### src/rtl/icache_controller.sv
// Direct-mapped read-only instruction cache between fetch and 128-bit line memory.
// One lookup cycle per request; misses fill a whole line over a req/ready handshake.
module icache_controller #(
  parameter int INDEX_BITS = 4,
  parameter int CNT_W      = 16
) (
  input  logic             clk,
  input  logic             rst,
  input  logic             cpu_req,
  input  logic [31:0]      cpu_addr,
  output logic             cpu_ready,
  output logic [31:0]      cpu_data,
  input  logic             flush,
  output logic             mem_req,
  output logic [31:0]      mem_addr,
  input  logic             mem_ready,
  input  logic [127:0]     mem_line,
  output logic [CNT_W-1:0] hit_count,
  output logic [CNT_W-1:0] miss_count
);

  localparam int LINES = 1 << INDEX_BITS;
  localparam int TAG_W = 28 - INDEX_BITS;

  typedef enum logic [1:0] {
    IDLE,
    LOOKUP,
    FILL
  } state_t;

  state_t state_q, state_d;

  logic [31:0]           req_addr;
  logic [LINES-1:0]      valid_q;
  logic [TAG_W-1:0]      tag_q  [LINES];
  logic [127:0]          data_q [LINES];

  logic [INDEX_BITS-1:0] idx;
  logic [TAG_W-1:0]      tg;
  logic [1:0]            wsel;
  logic                  hit;

  assign idx  = req_addr[4+INDEX_BITS-1:4];
  assign tg   = req_addr[31:4+INDEX_BITS];
  assign wsel = req_addr[3:2];
  assign hit  = valid_q[idx] && (tag_q[idx] == tg);

  function automatic logic [31:0] pick(
    input logic [127:0] line,
    input logic [1:0]   w
  );
    return line[32*w +: 32];
  endfunction

  always_ff @(posedge clk) begin
    if (rst) state_q <= IDLE;
    else     state_q <= state_d;
  end

  always_comb begin
    state_d = state_q;
    unique case (state_q)
      IDLE:    if (!flush && cpu_req) state_d = LOOKUP;
      LOOKUP:  state_d = hit ? IDLE : FILL;
      FILL:    if (mem_ready) state_d = IDLE;
      default: state_d = IDLE;
    endcase
  end

  // Tag and data arrays carry no reset; valid_q alone qualifies them.
  always_ff @(posedge clk) begin
    if (!rst && state_q == FILL && mem_ready) begin
      tag_q[idx]  <= tg;
      data_q[idx] <= mem_line;
    end
  end

  always_ff @(posedge clk) begin
    if (rst) begin
      valid_q    <= '0;
      req_addr   <= '0;
      cpu_ready  <= 1'b0;
      cpu_data   <= '0;
      mem_req    <= 1'b0;
      mem_addr   <= '0;
      hit_count  <= '0;
      miss_count <= '0;
    end else begin
      cpu_ready <= 1'b0;
      unique case (state_q)
        IDLE: begin
          if (flush)        valid_q  <= '0;
          else if (cpu_req) req_addr <= cpu_addr;
        end
        LOOKUP: begin
          if (hit) begin
            cpu_data  <= pick(data_q[idx], wsel);
            cpu_ready <= 1'b1;
            if (hit_count != '1) hit_count <= hit_count + 1'b1;
          end else begin
            mem_req  <= 1'b1;
            mem_addr <= {req_addr[31:4], 4'b0000};
            if (miss_count != '1) miss_count <= miss_count + 1'b1;
          end
        end
        FILL: begin
          if (mem_ready) begin
            valid_q[idx] <= 1'b1;
            cpu_data     <= pick(mem_line, wsel);
            cpu_ready    <= 1'b1;
            mem_req      <= 1'b0;
          end
        end
        default: ;
      endcase
    end
  end

endmodule

### config.mk
export PLATFORM = sky130hd
export DESIGN_NAME = icache_controller
export DESIGN_NICKNAME = d
export VERILOG_FILES = /design/src/rtl/icache_controller.sv
export SDC_FILE = /design/constraint.sdc
export NUM_CORES = 2
export LEC_CHECK = 0
export ABC_AREA = 0
export CAP_MARGIN = 20
export CORE_UTILIZATION = 30
export DETAILED_ROUTE_END_ITERATION = 6
export GPL_TIMING_DRIVEN = 1
export PLACE_DENSITY_LB_ADDON = 0.15
export SLEW_MARGIN = 20
export SYNTH_ARGS = -nofsm -noshare
export SYNTH_HDL_FRONTEND = slang
export SYNTH_SLANG_ARGS = --single-unit
### constraint.sdc
create_clock -name clk -period 26 [get_ports clk]
set_clock_uncertainty 0.15 [all_clocks]
set_input_delay 3.9 -clock clk [delete_from_list [all_inputs] [get_ports clk]]
set_output_delay 3.9 -clock clk [all_outputs]
set_load 0.01 [all_outputs]
==> metrics.md <==
| Metric | Value |
|---|---|
| Routed wire length per instance | `29.9 um` |
| Worst path arrival time | `8.73 ns` |
| Die width | `578 um` |
| DRC violation total after the first TritonRoute iteration | `3526` |
| Number of setup violations in the final report | `0` |
| Final Slew Violations | `0` |
| Largest net degree at the start of global routing | `112` |
| Residual antenna-violating net count after detailed routing | `0` |
| Iteration count of the initial detailed-routing pass | `5` |
| All-Layer GR Usage | `16.8%` |
| Final design utilization | `35.4%` |
| Cell Pwr Density | `76.7 mW/mm^2` |
| FFs w/ async S/R, synth | `0%` |
| Post-synthesis area per instance | `22.6 um^2` |
| Post-place setup slack | `17.08 ns` |
| Dominant synthesized flop cell | `edfxtp_1` |
| Worst-case clock buffer depth | `4` |
| Cell at the root of the clock tree | `clkbuf_16` |
| Fraction of layout instances using a drive strength above 1 | `26.4%` |
| Yosys top cell by area | `edfxtp_1` |
| Category of the critical setup timing path | `reg2reg` |
| Standard-cell rows | `211` |
| Leading cell types by total area after synthesis | `edfxtp_1 (73%), mux4_2 (18%), dfxtp_1 (2.9%)` |
| H-tree levels | `5` |
| Final HPWL DP | `148000 um` |
| Starting density of the core | `30.2%` |
| Worst voltage drop across the vdd grid | `0.0498 mV` |
| Io pins | `263` |
| First-pass GRT wire length | `396000 um` |
| Height of the die | `578 um` |
| Post-synthesis instance area | `0.0997 mm^2` |
| Biggest fanout along the worst timing path | `45` |
| DR DRC count | `0` |
| Required time at the endpoint of the critical path | `26.55 ns` |
| Slew Limit Headroom | `21.6%` |
| Clock transition time at the flip-flop clock pins of the worst setup and hold paths | `0.06 ns` |
| Period utilisation layout | `31.5%` |
| Transition at the pin with the smallest max-transition slack | `1.17 ns` |
| Setup Buffers After CTS | `0` |
| Crit path time final | `8.18 ns` |
| Total core area | `0.331 mm^2` |
| Clk Latency, worst-skew pair | `0.90 ns` |
| Max-cap violations | `0` |
| Number of global-route vias before repair | `49900` |
| Number of enable flip-flop cells after synthesis | `2432` |
| Synth cell types | `66` |
| Crit end category | `flip-flop` |
| Number of input and output port buffers inserted | `256` |
| Number of failing hold endpoints at the final stage | `0` |
| CTS buffer count | `295` |
| Outcome | `completed` |
| TritonCTS Sinks | `2578` |
| Syn. warnings | `0` |
| Tightest Hold Check Type | `reg2reg` |
| Sequential element share of the synthesized area | `76.2%` |
| Setup repair after global routing missed its margin | `false` |
| Standby leakage power | `0.0347 uW` |
| Number of nets at the end of the flow | `5004` |
| Post-cts resize count | `0` |
| Total overflow reported by the global router | `0` |
| Vias post-DR | `47700` |
| Final setup margin | `17.82 ns` |
| Fmax | `0.122 GHz` |
| Count of hold buffers inserted by post-cts repair | `0` |
| Wirelength, routed | `282000 um` |
| TritonCTS clock tree | `done` |
| Growth of design area from synthesis to finish | `17.2%` |
| Initial antenna violation count | `64` |
| Die area | `0.335 mm^2` |
| Filler cells | `30700` |
| Post-Syn Instances | `4410` |
| Final RePlAce weighted congestion | `0.712` |
| Accumulated negative setup slack | `0 ns` |
| Via density per instance | `5.06` |
| Kind of launch point of the worst setup path | `flip-flop` |
| Fraction of synthesized cell area taken by the top area cell type | `73.3%` |
| Synthesis-stage register bit count | `2578` |
-- worst max-delay path, cell delays in order, from the launching register on --
cell and delay, ns:
dfxtp_4 0.80, buf_4 0.79, buf_4 0.70, buf_4 0.79, buf_4 0.66, buf_4 0.82, buf_4 0.80, mux4_2 0.58
nor2b_1 0.14, a211oi_1 0.25, a21oi_1 0.10, mux4_2 0.62, mux2i_1 0.33, a311oi_1 0.16
-- metal layers --
| layer | track usage [%] | routed length [um] | up-vias |
|---|---|---|---|
| met3 | 3.30 | 15200 | 445 |
| met5 | 0 | 339 | - |
| li1 | - | - | 19700 |
| met4 | 3.44 | 5350 | 56 |
| met2 | 27.1 | 134000 | 1196 |
| met1 | 23.5 | 127000 | 26300 |
-- cell families (layout without fill, tap and decap cells) --
family | after synthesis | in the layout | share of synthesized area [%]
simple gates | 364 | 364 | 1.77
fa+ha+maj | 5 | 5 | 0.0628
other cells | 1 | 16 | 0.00376
flops | 2578 | 2578 | 76.2
mux | 896 | 896 | 18.8
buf+inv | 269 | 909 | 1.31
compound gates | 272 | 272 | 1.68
xor+xnor | 25 | 25 | 0.220
-- layout by cell type, fill, tap and decap left out, drive strengths merged, types with 8 or more instances in the layout --
master,netlist,final
a21oi,136,136
a221oi,10,10
a311oi,21,21
a31oi,8,8
and3,15,15
buf,145,123
bufinv,0,13
clkbuf,109,395
clkdlybuf4s50,0,255
clkinv,0,99
dfxtp,146,146
diode,0,12
edfxtp,2432,2432
inv,15,23
mux2,11,11
mux2i,109,109
mux4,776,776
nand2,157,157
nand2b,9,9
nand3,22,22
nand4,16,16
nor2,55,55
nor2b,25,25
nor3,14,14
o21ai,39,39
o31ai,9,9
or3,13,13
or4,12,12
xnor2,15,15
xor2,10,10
-- flip-flops by register name (all words and copies together), names as in the netlist, named ones only --
register	count
cpu_data	32
miss_count	16
cpu_ready	1
data_q	2048
req_addr	30
mem_addr	28
tag_q	384
state_q	2
hit_count	16
valid_q	16
mem_req	1
-- cell type report --
type	instances	area, um^2	share of cell area, %
timing repair buffer	378	3580	3.07
sequential	2578	76000	65.0
multi-input combinational	1566	22600	19.3
antenna	12	30.0	0.0257
inverter	15	68.8	0.0589
tap	4366	5460	4.68
clock buffer	395	7980	6.83
clock inverter	121	1180	1.01
-- final timing paths --
check / depth (start not counted) / endpoint / slack (ns) / start
worst max-delay path: 13 / cpu_data[5] / 17.82 / flip-flop
worst min-delay path: 2 / mem_addr[23] / 0.30 / mem_addr[23]
worst max register to register: 13 / cpu_data[5] / 17.82 / flip-flop
worst min register to register: 2 / mem_addr[23] / 0.30 / mem_addr[23]
-- synthesized netlist by cell type, types with 9 or more instances --
library cell  instances
buf_1                31
xnor2_1              15
xor2_1               10
mux2_2               11
o31ai_1               9
nand2_1             157
and3_1               15
nor2b_1              25
or3_1                13
buf_4                31
or4_1                11
nand2b_1              9
inv_1                15
buf_2                71
edfxtp_1           2432
a311oi_1             21
o21ai_0              35
a21oi_1             136
a221oi_1             10
mux4_2              776
nor2_1               55
dfxtp_1             146
nand4_1              16
nor3_1               14
buf_6                12
mux2i_1             109
clkbuf_1            108
nand3_1              22
-- stage by stage --
stage          total power (uW)  hold slack, ns  area, um^2  instances
2_1_floorplan              4890           0.281       99700       4413
3_3_place_gp               5090           0.299      108000       8903
3_5_place_dp               5090           0.298      108000       8903
4_1_cts                    9100           0.306      117000       9419
5_1_grt                    9260           0.321      117000       9420
6_report                   8970           0.304      117000       9431
-- where the power goes --
group          total [uW]  leakage (uW)  switching, uW  internal [uW]
Sequential           4570        0.0229           22.9           4550
Clock                3980       0.00446           1680           2300
Combinational         420       0.00734            237            183
Total                8970        0.0347           1940           7030
(Power assumes the default switching activity.)
